File: src/rtl/mem_line_requester.sv
// Cache-side initiator for the 4-word-line main-memory protocol: one refill read or write-back at a time.
// Optional MEM_TIMEOUT_EN bounds the wait for mem_ready_to_read and reports an abort via resp_err.
module mem_line_requester #(
    parameter int unsigned ADD_WIDTH  = 10,
    parameter int unsigned DATA_WIDTH = 32,
    parameter int unsigned TIMEOUT    = 64
) (
    input  logic                      clk,
    input  logic                      rst_n,
    input  logic                      req_valid,
    output logic                      req_ready,
    input  logic                      req_write,
    input  logic [ADD_WIDTH-1:0]      req_addr,
    input  logic [4*DATA_WIDTH-1:0]   req_wdata,
    output logic                      resp_valid,
    output logic [4*DATA_WIDTH-1:0]   resp_rdata,
    output logic                      resp_wr_ack,
    output logic                      resp_err,
    output logic [ADD_WIDTH-1:0]      mem_add,
    output logic [DATA_WIDTH-1:0]     mem_write_data,
    output logic                      mem_read,
    output logic                      mem_write,
    input  logic [4*DATA_WIDTH-1:0]   mem_read_data,
    input  logic                      mem_ready_to_read,
    input  logic                      mem_finished_writing
);

    localparam int unsigned LINE_W = ADD_WIDTH - 2;
    localparam int unsigned CNT_W  = (TIMEOUT < 2) ? 1 : $clog2(TIMEOUT + 1);

    typedef enum logic [1:0] {
        IDLE    = 2'd0,
        RD_WAIT = 2'd1,
        WR_BEAT = 2'd2,
        DONE    = 2'd3
    } state_e;

    state_e                         state_q, state_d;
    logic [LINE_W-1:0]              line_q, line_d;
    logic [3:0][DATA_WIDTH-1:0]     wdata_q, wdata_d;
    logic [1:0]                     beat_q, beat_d;
    logic [1:0]                     beat_nxt;
    logic                           req_ready_q, req_ready_d;
    logic                           resp_valid_q, resp_valid_d;
    logic [4*DATA_WIDTH-1:0]        resp_rdata_q, resp_rdata_d;
    logic                           ack_q, ack_d;
    logic                           err_q, err_d;
    logic [ADD_WIDTH-1:0]           mem_add_q, mem_add_d;
    logic [DATA_WIDTH-1:0]          mem_wdata_q, mem_wdata_d;
    logic                           mem_read_q, mem_read_d;
    logic                           mem_write_q, mem_write_d;
    logic [CNT_W-1:0]               cnt_q, cnt_d;
    logic                           unused_ok;

    // Word-offset bits of the request address are not used; line accesses always start at word 0
    assign unused_ok = ^{req_addr[1:0], (TIMEOUT == 0)};

    assign beat_nxt = 2'(beat_q + 2'd1);

    // Next-state and registered-output computation
    always_comb begin
        state_d      = state_q;
        line_d       = line_q;
        wdata_d      = wdata_q;
        beat_d       = beat_q;
        resp_valid_d = 1'b0;
        resp_rdata_d = resp_rdata_q;
        ack_d        = ack_q;
        err_d        = err_q;
        mem_add_d    = mem_add_q;
        mem_wdata_d  = mem_wdata_q;
        mem_read_d   = 1'b0;
        mem_write_d  = 1'b0;
        cnt_d        = cnt_q;

        unique case (state_q)
            IDLE: begin
                if (req_valid) begin
                    line_d    = req_addr[ADD_WIDTH-1:2];
                    wdata_d   = req_wdata;
                    ack_d     = 1'b0;
                    err_d     = 1'b0;
                    mem_add_d = {req_addr[ADD_WIDTH-1:2], 2'b00};
                    if (req_write) begin
                        state_d     = WR_BEAT;
                        beat_d      = 2'd0;
                        mem_write_d = 1'b1;
                        mem_wdata_d = req_wdata[DATA_WIDTH-1:0];
                    end else begin
                        state_d    = RD_WAIT;
                        mem_read_d = 1'b1;
                        cnt_d      = '0;
                    end
                end
            end
            RD_WAIT: begin
                if (mem_ready_to_read) begin
                    state_d      = DONE;
                    resp_valid_d = 1'b1;
                    resp_rdata_d = mem_read_data;
                end else begin
`ifdef MEM_TIMEOUT_EN
                    if (cnt_q == CNT_W'(TIMEOUT - 1)) begin
                        state_d      = DONE;
                        resp_valid_d = 1'b1;
                        err_d        = 1'b1;
                    end else begin
                        cnt_d      = CNT_W'(cnt_q + CNT_W'(1));
                        mem_read_d = 1'b1;
                    end
`else
                    mem_read_d = 1'b1;
`endif
                end
            end
            WR_BEAT: begin
                ack_d = ack_q | mem_finished_writing;
                if (beat_q == 2'd3) begin
                    state_d      = DONE;
                    resp_valid_d = 1'b1;
                    mem_wdata_d  = '0;
                end else begin
                    beat_d      = beat_nxt;
                    mem_write_d = 1'b1;
                    mem_add_d   = {line_q, beat_nxt};
                    mem_wdata_d = wdata_q[beat_nxt];
                end
            end
            DONE: begin
                state_d = IDLE;
            end
            default: begin
                state_d = IDLE;
            end
        endcase

        req_ready_d = (state_d == IDLE);
    end

    always_ff @(posedge clk or negedge rst_n) begin
        if (!rst_n) begin
            state_q      <= IDLE;
            line_q       <= '0;
            wdata_q      <= '0;
            beat_q       <= '0;
            req_ready_q  <= 1'b1;
            resp_valid_q <= 1'b0;
            resp_rdata_q <= '0;
            ack_q        <= 1'b0;
            err_q        <= 1'b0;
            mem_add_q    <= '0;
            mem_wdata_q  <= '0;
            mem_read_q   <= 1'b0;
            mem_write_q  <= 1'b0;
            cnt_q        <= '0;
        end else begin
            state_q      <= state_d;
            line_q       <= line_d;
            wdata_q      <= wdata_d;
            beat_q       <= beat_d;
            req_ready_q  <= req_ready_d;
            resp_valid_q <= resp_valid_d;
            resp_rdata_q <= resp_rdata_d;
            ack_q        <= ack_d;
            err_q        <= err_d;
            mem_add_q    <= mem_add_d;
            mem_wdata_q  <= mem_wdata_d;
            mem_read_q   <= mem_read_d;
            mem_write_q  <= mem_write_d;
            cnt_q        <= cnt_d;
        end
    end

    assign req_ready      = req_ready_q;
    assign resp_valid     = resp_valid_q;
    assign resp_rdata     = resp_rdata_q;
    assign resp_wr_ack    = ack_q;
    assign resp_err       = err_q;
    assign mem_add        = mem_add_q;
    assign mem_write_data = mem_wdata_q;
    assign mem_read       = mem_read_q;
    assign mem_write      = mem_write_q;

endmodule
File: config.mk
export PLATFORM = sky130hd
export DESIGN_NAME = mem_line_requester
export DESIGN_NICKNAME = d
export VERILOG_FILES = /design/src/rtl/mem_line_requester.sv
export SDC_FILE = /design/constraint.sdc
export NUM_CORES = 1
export LEC_CHECK = 0
export BUFFER_PORTS_ARGS = -buffer_cell sky130_fd_sc_hd__buf_2
export CAP_MARGIN = 30
export CORE_MARGIN = 5
export CORE_UTILIZATION = 47
export CTS_BUF_LIST = sky130_fd_sc_hd__clkbuf_2 sky130_fd_sc_hd__clkbuf_4 sky130_fd_sc_hd__clkbuf_8
export DETAILED_ROUTE_END_ITERATION = 12
export GPL_TIMING_DRIVEN = 0
export PLACE_DENSITY = 0.77
export SLEW_MARGIN = 20
export SYNTH_ARGS = -nofsm -noshare
export SYNTH_HDL_FRONTEND = slang
export SYNTH_SLANG_ARGS = --single-unit
File: constraint.sdc
create_clock -name clk -period 1.6 [get_ports clk]
set_input_delay 0.24 -clock clk [delete_from_list [all_inputs] [get_ports clk]]
set_output_delay 0.24 -clock clk [all_outputs]
set_load 0.05 [all_outputs]
== Word-level counts from Yosys, hierarchy flattened ==
Cells that the tools add are included.
Widths: inputs -> output; s select.

* Bits in registers: 315
* Input port bits: 272
* Output and inout port bits: 176
* Word-level logic and storage cells: 65

* Add/subtract/negate cells: 1
* Order comparisons: 1
* Equality and inequality tests: 7
* Multiplexer cells: 31
* Bitwise gates (word level): 1
* Reductions and logical operators: 9

{| class="wikitable"
|+ Operator list
! cell !! number
|-
| $mux 32 || 4
|-
| $bmux 32 s2 || 1
|-
| $pmux 32 s2 || 1
|-
| $mux 10 || 2
|-
| $pmux 10 s2 || 1
|-
| $mux 2 || 7
|-
| $mux 1 || 9
|-
| $pmux 1 s2 || 4
|-
| $pmux 2 s4 || 1
|-
| $eq 2x2->1 const B || 3
|-
| $ne 2x2->1 const B || 3
|-
| $reduce_and 2->1 || 3
|-
| $reduce_and 3->1 || 2
|-
| $logic_not 2->1 || 2
|-
| $pmux 2 s2 || 1
|-
| $reduce_and 4->1 || 1
|-
| $lt 2x3->1 const B || 1
|-
| $add 2x1->2 const B || 1
|-
| $eq 2x1->1 const B || 1
|-
| $reduce_bool 2->1 || 1
|-
| $or 1x1->1 || 1
|}

== Depth between registers and ports, before layout ==
Gate-level depths: netlist (run 1).

* Word-level depth: 5
* Mapped depth: 8
* Depth with buffers taken out: 5

== Worst setup path after synthesis (run 1) ==
No wires, ideal clock.

* Kind: flip-flop to flip-flop
* Start: register state_q[0]
* End: register wdata_q[32] (netlist name)
* Setup time: 125 ps
* Arrival: 1598 ps
* Data required time: 1475 ps
* Setup slack: -123 ps
* Stages on the path, launching flop included: 8
* Path through: dfrtp_1 > inv_1 > ha_1 > buf_6 > and2_1 > buf_2 > buf_4 > mux2_2

* Cells in the longest elaborated chain, start to end: 2

{| class="wikitable"
|+ Ends and longest elaborated chain
! element !! RTL line !! source
|-
| start: declaration || 38 || <nowiki>state_e state_q, state_d;</nowiki>
|-
| start signal: assignment || 157 || <nowiki>state_q <= state_d;</nowiki>
|-
| $logic_not 2->1 || 76 || <nowiki>unique case (state_q)</nowiki>
|-
| $reduce_and 2->1 (no source line) || -- ||
|-
| end signal: assignment || 159 || <nowiki>wdata_q <= wdata_d;</nowiki>
|-
| end: declaration || 40 || <nowiki>logic [3:0][DATA_WIDTH-1:0] wdata_q, wdata_d;</nowiki>
|}

No other way between the ends.
A chain may end at the register's enable or synchronous reset.

== Worst setup path in the final report (run 1) ==
* Start: register beat_q[0]
* End: register mem_wdata_q[15] (netlist: mem_write_data[15])

* Cells in the longest elaborated chain, start to end: 5
* Elaborated cells on any way between the ends: 6

{| class="wikitable"
|+ Ends and longest elaborated chain
! element !! RTL line !! source
|-
| start: declaration || 41 || <nowiki>logic [1:0] beat_q, beat_d;</nowiki>
|-
| start signal: assignment || 160 || <nowiki>beat_q <= beat_d;</nowiki>
|-
| $add 2x1->2 || 58 || <nowiki>assign beat_nxt = 2'(beat_q + 2'd1);</nowiki>
|-
| $bmux 32 s2 || 126 || <nowiki>mem_wdata_d = wdata_q[beat_nxt];</nowiki>
|-
| $mux 32 (implied by the code) || 126 ||
|-
| $mux 32 (*) || 118 || <nowiki>if (beat_q == 2'd3) begin</nowiki>
|-
| $pmux 32 s2 (*) || 76 ||
|-
| end signal: assignment || 167 || <nowiki>mem_wdata_q <= mem_wdata_d;</nowiki>
|-
| end: declaration || 49 || <nowiki>logic [DATA_WIDTH-1:0] mem_wdata_q, mem_wdata_d;</nowiki>
|}

Every way passes the cells marked *; elsewhere a longest branch is shown, timed or not. The select of a mux whose other input is x is not followed.

==> results by group, run 1 <==
Pwr
  • Sw Ratio: between 40 and 50%
  • Lkg Pwr: between 0.01 and 0.015 uW
  • Logic pwr share: between 50% and 60%
  • Sw Pwr: about 24,000 uW
  • Pint: 29,800 uW
  • Clock network power share: 14.6%
  • Flop pwr share: ~28%
  • PD cells: 2410 nW/um^2
  • VDD IR max: 2.04 mV
  • Power, Total: approximately 54,000 uW

STA
  • Max Clk Rate: roughly 550 MHz
  • Final setup margin: -0.219 ns
  • Final Hold Fails: 0
  • RSZ-0062 raised after global routing: yes
  • Fin. max-slew vios: 0
  • Setup Viol. Count Final: 297
  • Clock skew: 0.0379 ns
  • Slew HR: 63.0%
  • Final period util: 114%
  • Worst-Margin Slew: 0.555 ns
  • Fin crit period: 1.82 ns

Floorplanning
  • Chip Height: around 180 um
  • Initial core utilization: a little under half
  • Die area: 31,500 um^2
  • I/O pins: approximately 450
  • Core Box Area: 27,800 um^2
  • Site row count: 61
  • Die width: roughly 180 um

Final layout
  • Share of layout cells above drive strength 1: 61.2%
  • Storage cell area: around 7900 um^2
  • Final instance area: 22,500 um^2
  • Final Util: roughly 80%
  • Synth-to-layout area growth: 70.3%
  • Final net count: 1,965
  • Fillers: between 1k and 1.5k
  • Multi-input gate area: a little under 6000 um^2

Global route
  • First-pass GRT wire length: 75.6 mm
  • Vias in the first global route: 12.9k
  • Gr ovfl total: 0
  • Initial antenna violation count: 7
  • Total track usage: 31.4%
  • Largest net degree at the start of global routing: 100

Routing
  • Via density: 5.72
  • DRC viols: 0
  • Final WL: 60.0 mm
  • Routed via count: between 10k and 15k
  • 1st-iter DRT viols: between 800 and 900
  • Total iterations of the first detailed-routing run: 7
  • WL/cell: ~28 um
  • Final antenna-violating net count: 0

Place
  • Cell Area, Placed: 16,000 um^2
  • HPWL after DPL: 28.6 mm
  • Global placer's final weighted congestion: 0.859
  • Worst slack, placed: -0.582 ns
  • Port bufs: 444

Hold path
  • Hold path depth: 3
  • Hold Path Class: primary input to flip-flop
  • WHS Endpoint: mem_read
  • Hold Startpoint: req_write

Synthesis
  • FFs w/ async S/R, synth: 100%
  • Syn Nets: 1,140
  • Post-synthesis sequential area ratio: 59.7%
  • Avg Cell Area, Syn: about 15 um^2
  • #FFs+latches synth: 315
  • Synth Flop Type: dfrtp_1
  • Yosys Warn Count: 0
  • Synth cell types: 36
  • Synth Cell Area: between 10,000 and 15,000 um^2
  • Post-synth EDFFs: 0
  • Mapped Cells: 863

Clock tree
  • H-Tree Depth: 2
  • Bufs on Longest Clock Path: 3
  • CTS tree: done
  • Clk sink count: 315
  • Num CTS Buffers: 53
  • Clock Latency Late Sink: approximately 0.6 ns
  • Root Buffer: clkbuf_8
  • Clock-pin slew on the worst setup and hold paths: 0.07 ns

Setup path
  • R2R Path Start: beat_q[0]
  • CP Max Fanout: 5
  • FF-to-FF path depth: 6
  • Internal reg-to-reg setup slack: -0.22 ns
  • CP Class: flip-flop to flip-flop
  • Startpoint Class: flip-flop
  • Reg2Reg Capture Point: mem_write_data[15]
  • Setup crit end kind: flip-flop
  • CP arrival: around 2.3 ns
  • Worst Path Required: 2.05 ns

Outcome
  • Status: finished, violations left
  • Failing checks: setup timing

Run
  • Max Cap Viol: 0
[final cells by class]
cell class,count,area share [%]
Sequential cell,315,35.1
Timing Repair Buffer,771,26.9
Multi-Input combinational cell,481,26.2
Clock buffer,91,4.93
Buffer,59,4.35
Tap cell,378,2.10
Clock inverter,7,0.178
Inverter,7,0.117
Antenna cell,9,0.100
[cell families (layout without fill, tap and decap cells)]
logic type | after synthesis | count (layout) | share of synthesized area [%]
mux | 313 | 313 | 29.6
fa+ha+maj | 5 | 5 | 0.474
flops | 315 | 315 | 59.7
compound gates | 79 | 79 | 3.16
simple gates | 83 | 83 | 3.56
other cells | 1 | 10 | 0.0284
buf+inv | 67 | 935 | 3.48
[timing repair]
| item | 4_1_cts | 5_1_grt |
|---|---|---|
| hold buffers | 267 | 0 |
| resized for setup | 248 | 184 |
| setup endpoints to repair | 300 | 458 |
| pin swaps | 23 | 27 |
| buffers inserted | 17 | 10 |
| endpoints found under the hold margin | 331 | 0 |
| cloned | 7 | 25 |
[cell usage after synthesis (2+ instances only)]
cell / instances / share of area [%]
buf_12: 2 / 0.30
inv_1: 7 / 0.20
nor2b_1: 36 / 1.7
a21oi_1: 69 / 2.6
o21ai_0: 4 / 0.15
buf_6: 15 / 1.3
mux4_1: 4 / 0.80
dfrtp_1: 314 / 60
nand2b_1: 2 / 0.095
ha_1: 5 / 0.47
mux4_2: 28 / 4.8
clkbuf_1: 11 / 0.31
buf_4: 5 / 0.28
buf_2: 26 / 0.99
nand2_1: 3 / 0.085
nor3_1: 32 / 1.2
mux2_2: 281 / 24
[registers in the layout (all words and copies together) (netlist names)]
name,flops
beat_q,2
line_q,8
req_ready,1
wdata_q,128
resp_valid,1
state_q,2
mem_write,1
mem_read,1
resp_wr_ack,1
resp_rdata,128
mem_write_data,32
mem_add,10
[critical path, stage by stage, from the launching register on]
cell and delay, ns:
dfrtp_1 0.44, ha_4 0.33, buf_12 0.15, buf_16 0.13
mux4_2 0.30, a21oi_1 0.24, a21oi_2 0.09
[routing by layer]
metal / track usage, % / routed length, um / vias up
met3: 7.52 / 5020 / 305
met4: 16.0 / 4040 / 2
met2: 55.0 / 30400 / 908
li1: - / - / 4783
met1: 35.8 / 20500 / 6125
met5: 0 / 13 / -
[power by group through the flow]
stage,combinational (uW),clock (uW),sequential (uW)
global placement,22000,0,14000
detailed placement,22400,0,14300
finish,31000,7920,15200
global route,31800,8300,15400
floorplan,9040,0,21700
CTS,26400,7680,14300
[cell usage in the layout (no fill, tap or decap), drive strengths merged, types with 2 or more instances in the layout]
master,instances
a21oi,69
buf,528
clkbuf,126
clkinv,5
clkinvlp,2
dfrtp,314
diode,9
dlygate4sd3,267
ha,5
inv,7
mux2,281
mux4,32
nand2,3
nand2b,2
nor2b,36
nor3,32
o21ai,4
or2,2
[how the worst max path moves through the flow]
stage / start / to / slack, ns / cells after the start
global route: state_q[0] / mem_write_data[20] / -0.26 / 8
global placement: rst_n / wdata_q[72] / -5.60 / 1
detailed placement: state_q[1] / resp_rdata[120] / -0.58 / 6
finish: beat_q[0] / mem_write_data[15] / -0.22 / 6
floorplan: state_q[1] / resp_rdata[100] / -0.03 / 6
CTS: state_q[0] / mem_add[8] / -0.14 / 5
[metrics by stage]
stage / hold WS (ns) / TNS (ns) / std cells
after global routing: 0.106 / -48.25 / 2115
after CTS: 0.0765 / -27.09 / 2076
final: 0.112 / -35.23 / 2118
after global placement: 0.446 / -1824.35 / 1685
after detailed placement: 0.222 / -80.63 / 1688
after floorplan: -0.0556 / -4.49 / 863
No activity file was read; power rests on OpenSTA's default activity.
==> run 2, diff against run 1 <==
SETUP_SLACK_MARGIN = 0.2   (was unset)
==> run 2 against run 1 <==
  * The run ends with hold timing, setup timing left
  * Die area is the same
  * Wire length is 2.9% higher
  * Sequential share of layout area decreased by 1.1 points
  * Cell count rose by 1.5%
  * Final area rose by 3.3%
  * Worst setup slack worse by 0.063 ns
  * Critical path depth is 2 higher
  * Worst hold slack worse by 0.46 ns
  * Core utilization increased by 2.7 points
  * Register-to-register slack lost 0.06 ns
  * Clock skew fell by 0.0071 ns
  * Non-clock buffer count increased by 33
==> results by group, run 2 (synthesis results as in run 1) <==
Routing
  • WL/cell: 28.7 um (+1.4%)
  • Routed via count: 12.2k (+0.64%)
  • Total iterations of the first detailed-routing run: 5 (-2)
  • 1st-iter DRT viols: 888 (+1.5%)
  • Final WL: 61.8 mm (+2.9%)
  • Final antenna-violating net count: 0 (unchanged)
  • Via density: 5.68 (-0.82%)
  • DRC viols: 0 (unchanged)

Clock tree
  • Bufs on Longest Clock Path: 3 (unchanged)
  • Clk sink count: 315 (unchanged)
  • H-Tree Depth: 2 (unchanged)
  • Root Buffer: clkbuf_8
  • CTS Hold Buffers Added: 266 (-0.37%)
  • Clock Latency Late Sink: 0.59 ns (about the same)
  • CTS tree: done
  • Clock-pin slew on the worst setup and hold paths: 0.07 ns (about the same)
  • Num CTS Buffers: 54 (+1.9%)

Global route
  • Vias in the first global route: 12.9k (+0.34%)
  • Largest net degree at the start of global routing: 100 (unchanged)
  • Initial antenna violation count: 10 (+3)
  • Total track usage: 32.5% (+1.1 points)
  • First-pass GRT wire length: 77.7 mm (+2.8%)
  • Gr ovfl total: 0 (unchanged)

Final layout
  • Fillers: 1,298 (-3.5%)
  • Final net count: 1,999 (+1.7%)
  • Commonest non-fill, non-tap cell in the layout: buf_2
  • Share of layout cells above drive strength 1: 63.0% (+1.8 points)
  • Commonest cells after routing, fill and taps aside: buf_2, dfrtp_1, dlygate4sd3_1
  • Final instance area: 23,200 um^2 (+3.3%)
  • Final Util: 83.6% (+2.7 points)
  • Synth-to-layout area growth: 76.0%

Setup path
  • FF-to-FF path depth: 8 (+2)
  • Worst Path Required: 2.06 ns (about the same)
  • CP arrival: 2.34 ns (+0.07 ns)
  • Setup crit end kind: flip-flop
  • Startpoint Class: flip-flop
  • CP Max Fanout: 7 (+2)
  • CP Class: flip-flop to flip-flop
  • Internal reg-to-reg setup slack: -0.28 ns (-0.06 ns)

STA
  • Final period util: 118% (+4.0 points)
  • Max Clk Rate: 531 MHz (-3.4%)
  • Final setup margin: -0.282 ns (-0.0635 ns)
  • Setup Viol. Count Final: 311 (+4.7%)
  • Clock skew: 0.0308 ns (-0.00709 ns)
  • Fin Hold WS: -0.345 ns (-0.457 ns)
  • Final Hold Fails: 83 (+83)
  • Fin. max-slew vios: 0 (unchanged)
  • Worst-Margin Slew: 0.681 ns (+0.125 ns)
  • Fin crit period: 1.88 ns (+0.0635 ns)
  • RSZ-0062 raised after global routing: yes
  • Slew HR: 54.6% (-8.4 points)

Place
  • Global placer's final weighted congestion: 0.855 (-0.54%)
  • HPWL after DPL: 29.0 mm (+1.3%)
  • Port bufs: 444 (unchanged)
  • Cell Area, Placed: 16,200 um^2 (+0.90%)
  • Worst slack, placed: -0.355 ns (+0.228 ns)

Hold path
  • Hold Path Class: primary input to async pin

Pwr
  • Lkg Pwr: 0.0110 uW (+3.1%)
  • PD cells: 2430 nW/um^2 (+0.87%)
  • VDD IR max: 1.49 mV (-27%)

Floorplanning
  • Initial core utilization: 47.5% (unchanged)
  • Chip Height: 178 um (unchanged)
  • I/O pins: 448 (unchanged)
  • Die width: 178 um (unchanged)
  • Core Box Area: 27,800 um^2 (unchanged)
  • Site row count: 61 (unchanged)
  • Die area: 31,500 um^2 (unchanged)

Outcome
  • Status: finished, violations left
  • Failing checks: hold timing, setup timing

Run
  • Max Cap Viol: 0 (unchanged)
run 2: metal layers:
layer,GRT usage (%),up-vias,wire (um)
met5,0,-,32
met1,35.9,6163,20800
met3,8.97,335,5260
met4,16.7,4,4510
li1,-,4842,-
met2,57.4,856,31100
run 2: repair_timing:
action,CTS,global route
hold endpoints to repair,349,83
gates cloned,14,12
buffers inserted,24,40
pin swaps,2,20
setup endpoints to repair,489,489
resized for setup,210,392
run 2: through the flow:
step / setup TNS, ns / cells / hold slack, ns / total power (uW)
after floorplan: 0 / 863 / -0.0556 / 31000
after detailed placement: -48.60 / 1688 / 0.288 / 36900
after CTS: -30.27 / 2085 / -0.339 / 48400
after global routing: -56.78 / 2144 / -0.312 / 57900
after global placement: -1803.51 / 1685 / 0.464 / 36200
final: -54.63 / 2149 / -0.345 / 56400
run 2: area by class of cell:
class	instances	area (um^2)	area share, %
Antenna cell	12	30.0	0.129
Buffer	60	968	4.17
Clock buffer	81	1020	4.40
Clock inverter	12	120	0.517
Inverter	7	26.3	0.113
Multi-Input combinational cell	481	6090	26.2
Sequential cell	315	7890	34.0
Tap cell	378	473	2.04
Timing Repair Buffer	803	6600	28.4
run 2: worst max-delay path, stage by stage, from the launching register on:
cell       delay (ns)
dfrtp_1          0.42
buf_4            0.15
buf_6            0.11
ha_4             0.17
nand2_8          0.12
clkbuf_16        0.21
buf_12           0.11
buf_16           0.12
mux2_2           0.36
run 2: worst paths after layout:
check,start,endpoint
max,state_q[0],resp_rdata[101]
min,rst_n,wdata_q[14]
max reg2reg,state_q[0],resp_rdata[101]
min reg2reg,resp_rdata[110],resp_rdata[110]
max in group asynchronous,rst_n,req_ready
min in group clk,req_write,mem_read
run 2: power breakdown:
group	leakage [uW]	internal (uW)	switching (uW)
registers	0.00370	12100	3080
clock network	0.000608	4390	3630
logic	0.00665	15000	18300
==> run 3, diff against run 2 <==
ABC_AREA = 0   (was unset)
BUFFER_PORTS_ARGS = unset   (was -buffer_cell sky130_fd_sc_hd__buf_2)
CORE_AREA = 5 5 170 172   (was unset)
CORE_MARGIN = unset   (was 5)
CORE_UTILIZATION = unset   (was 47)
CTS_CLUSTER_SIZE = 14   (was unset)
DIE_AREA = 0 0 175 177   (was unset)
DONT_BUFFER_PORTS = 1   (was unset)
PLACE_DENSITY = 0.65   (was 0.77)
==> run 3 against run 2 <==
  * The flow now stops in clock tree synthesis
  * Area after synthesis stayed put
  * Synthesized cell count is the same
==> results by group, run 3 <==
Clock tree
  • CTS resizes: 172 (-18%)
  • Num CTS Buffers: 52 (-3.7%)
  • Post-CTS Setup Bufs: 15 (-38%)
  • CTS Hold Buffers Added: 264 (-0.75%)
  • Bufs on Longest Clock Path: 3 (unchanged)
  • Root Buffer: clkbuf_8
  • Clk sink count: 315 (unchanged)
  • H-Tree Depth: 2 (unchanged)

Outcome
  • Status: aborted with a tool error
  • Err: [ERROR RSZ-0060] Max buffer count reached.
  • Stopped at: clock tree synthesis

Synthesis
  • Synth Cell Area: 13,200 um^2 (unchanged)
  • Leading post-synthesis cells by cell area: dfrtp_1, mux2_2, mux4_2, a21oi_1, nor2b_1
  • Synth top area share: 59.5% (unchanged)
  • Mapped Cells: 863 (unchanged)
  • Synth Flop Type: dfrtp_1
  • Yosys Warn Count: 0 (unchanged)
  • Syn Nets: 1,140 (unchanged)
  • Synth top cells by count: dfrtp_1, mux2_2, a21oi_1
  • #FFs+latches synth: 315 (unchanged)
  • Synth area leader: dfrtp_1
  • Synth cell types: 36 (unchanged)
  • Count leader, synth: dfrtp_1
  • Avg Cell Area, Syn: 15.3 um^2 (unchanged)
  • Post-synthesis sequential area ratio: 59.7% (unchanged)
  • FFs w/ async S/R, synth: 100% (unchanged)
  • Post-synth EDFFs: 0 (unchanged)

Floorplanning
  • Initial core utilization: 48.3% (+0.80 points)
  • I/O pins: 448 (unchanged)
  • Site row count: 61 (unchanged)
  • Chip Height: 177 um (-0.31%)
  • Die width: 175 um (-1.4%)

Place
  • Cell Area, Placed: 13,800 um^2 (-15%)
  • Port bufs: 0 (-100%)
  • Worst slack, placed: -0.345 ns (+0.0101 ns)
  • Global placer's final weighted congestion: 0.799 (-6.6%)
  • HPWL after DPL: 25.6 mm (-12%)
## run 3: kinds of logic after synthesis
logic type / share of synthesized area (%)
AOI/OAI and AO/OA: 3.16
adders and majority gates: 0.474
buffers and inverters: 3.48
DFF: 59.7
muxes: 29.6
other: 0.0284
and+or+nand+nor: 3.56
## run 3: metrics by stage
step	setup TNS (ns)	instances
3_3_place_gp	-41.53	1209
3_5_place_dp	-44.67	1209
2_1_floorplan	0	863
==> run 4, diff against run 3 <==
CORE_AREA = unset   (was 5 5 170 172)
CORE_MARGIN = 5   (was unset)
CORE_UTILIZATION = 40   (was unset)
CTS_BUF_LIST = unset   (was sky130_fd_sc_hd__clkbuf_2 sky130_fd_sc_hd__clkbuf_4 sky130_fd_sc_hd__clkbuf_8)
CTS_CLUSTER_SIZE = unset   (was 14)
DIE_AREA = unset   (was 0 0 175 177)
PLACE_DENSITY = unset   (was 0.65)
PLACE_DENSITY_LB_ADDON = 0.15   (was unset)
SETUP_SLACK_MARGIN = unset   (was 0.2)
clock period = 2.1 ns   (was 1.6 ns; I/O delays follow)
==> run 4 against run 3 <==
  * The flow now finishes, with violations (hold timing)
==> results by group, run 4 (synthesis results as in run 1) <==
Global route
  • Largest net degree at the start of global routing: 316
  • Initial antenna violation count: 3
  • Total track usage: between 20% and 30%
  • Vias in the first global route: 9,412
  • First-pass GRT wire length: approximately 58 mm
  • Gr ovfl total: 0

STA
  • RSZ-0062 raised after global routing: yes
  • Slew HR: a little over half
  • Worst-Margin Slew: 0.680 ns
  • Fin. max-slew vios: 0
  • Fin crit period: 2.01 ns
  • Final period util: 95.6%
  • Max Clk Rate: 498 MHz
  • Clock skew: 0.0149 ns
  • Final Hold Fails: 315
  • Setup Viol. Count Final: 0
  • Fin Hold WS: -0.495 ns
  • Final setup margin: between 0.09 and 0.1 ns

Floorplanning
  • Die width: 192 um (+9.5%)
  • Site row count: 66 (+8.2%)
  • Chip Height: 192 um (+8.3%)
  • Die area: approximately 37,000 um^2
  • Initial core utilization: 40.6% (-7.7 points)
  • Core Box Area: 32,500 um^2
  • I/O pins: 448 (unchanged)

Outcome
  • Failing checks: hold timing
  • Status: finished, violations left

Final layout
  • Final net count: 1,445
  • Synth-to-layout area growth: 34.4%
  • Fillers: between 2k and 3k
  • Share of layout cells above drive strength 1: 35.8%
  • Post-Layout Cell Count: about 1.6k
  • Commonest non-fill, non-tap cell in the layout: dfrtp_1
  • Commonest cells after routing, fill and taps aside: dfrtp_1, mux2_2, dlygate4sd3_1

Setup path
  • CP Max Fanout: 10
  • Worst Path Required: 2.49 ns
  • CP max-delay cell: dfrtp_1
  • R2R Path Start: beat_q[1]
  • FF-to-FF path depth: 6
  • Cell Chain, Critical Path: ha_1 > buf_2 > buf_2 > mux4_2 > a21oi_1 > a21oi_1
  • Internal reg-to-reg setup slack: between 0.09 and 0.1 ns
  • Reg2Reg Capture Point: mem_write_data[24]
  • Top delay family on crit path: buffers and inverters
  • Setup crit end kind: flip-flop
  • CP Class: flip-flop to flip-flop
  • CP arrival: 2.40 ns
  • Delay of the slowest critical-path stage: 0.40 ns
  • Buf+Inv Stages, Crit Path: 2
  • Startpoint Class: flip-flop

Place
  • Placed insts: 1,305 (+7.9%)
  • Global placer's final weighted congestion: 0.779 (-2.5%)
  • Worst slack, placed: -0.155 ns (+0.190 ns)
  • Port bufs: 0 (unchanged)
  • HPWL after DPL: 26.1 mm (+2.2%)

Clock tree
  • Clock Latency Late Sink: 0.52 ns
  • H-Tree Depth: 2 (unchanged)
  • CTS Hold Buffers Added: 266 (+0.76%)
  • CTS tree: done
  • Clock-pin slew on the worst setup and hold paths: 0.06 ns
  • Root Buffer: clkbuf_16
  • Bufs on Longest Clock Path: 3 (unchanged)
  • Clk sink count: 315 (unchanged)
  • Num CTS Buffers: 37 (-29%)

Routing
  • Via density: 5.09
  • WL/cell: 23.7 um
  • 1st-iter DRT viols: 365
  • Final antenna-violating net count: 0
  • Routed via count: approximately 8.4k
  • Total iterations of the first detailed-routing run: 4
  • DRC viols: 0
  • Final WL: 39.0 mm

Pwr
  • Lkg Pwr: 0.00740 uW
  • VDD IR max: ~1.2 mV
  • PD cells: 1850 nW/um^2

Hold path
  • Hold Path Class: primary input to async pin

Run
  • Max Cap Viol: 0
==> run 4: metrics by stage <==
step | power, uW | TNS, ns | utilization (%) | instance area, um^2
2_1_floorplan | 23300 | 0 | - | 13200
3_3_place_gp | 25600 | -2.32 | 42.3 | 13700
4_1_cts | 33100 | 0 | 54.4 | 17700
5_1_grt | 34500 | -0.000734 | 54.5 | 17700
3_5_place_dp | 25800 | -9.01 | 42.3 | 13700
6_report | 32800 | 0 | 54.5 | 17700
==> run 4: repair_timing <==
action,CTS,global route
hold endpoints to repair,581,315
setup buffers,0,0
resized for setup,3,16
setup endpoints to repair,124,55
==> run 4: final cells by class <==
| type | count | area (um^2) | share of cell area (%) |
|---|---|---|---|
| Antenna cell | 4 | 10.0 | 0.0564 |
| Clock buffer | 52 | 1090 | 6.17 |
| Sequential cell | 315 | 7880 | 44.4 |
| Clock inverter | 16 | 194 | 1.09 |
| Timing Repair Buffer | 266 | 2660 | 15.0 |
| Inverter | 7 | 26.3 | 0.148 |
| Buffer | 60 | 462 | 2.60 |
| Tap cell | 442 | 553 | 3.12 |
| Multi-Input combinational cell | 481 | 4850 | 27.4 |
==> run 4: power breakdown <==
| part | internal, uW | switching (uW) |
|---|---|---|
| Clock | 4140 | 2550 |
| Sequential | 9080 | 8320 |
| Combinational | 5140 | 3600 |
| Total | 18400 | 14500 |
==> run 4: metal layers <==
metal	track usage [%]	vias up	share of wire, %	wire (um)
li1	-	3721	-	-
met1	27.3	4298	41	16100
met2	33.7	284	49	19100
met3	6.22	54	7.8	3040
met4	4.48	0	1.9	723
met5	0	-	0	0
==> run 4: worst max path at each step <==
| stage | start | endpoint | slack (ns) | cells past startpoint |
|---|---|---|---|---|
| global route | beat_q[0] | mem_write_data[24] | -0.0006 | 6 |
| detailed placement | state_q[1] | resp_rdata[119] | -0.15 | 6 |
| CTS | beat_q[0] | mem_write_data[20] | 0.01 | 6 |
| floorplan | state_q[0] | wdata_q[32] | 0.38 | 7 |
| global placement | state_q[1] | resp_rdata[118] | -0.08 | 6 |
| finish | beat_q[1] | mem_write_data[24] | 0.09 | 6 |
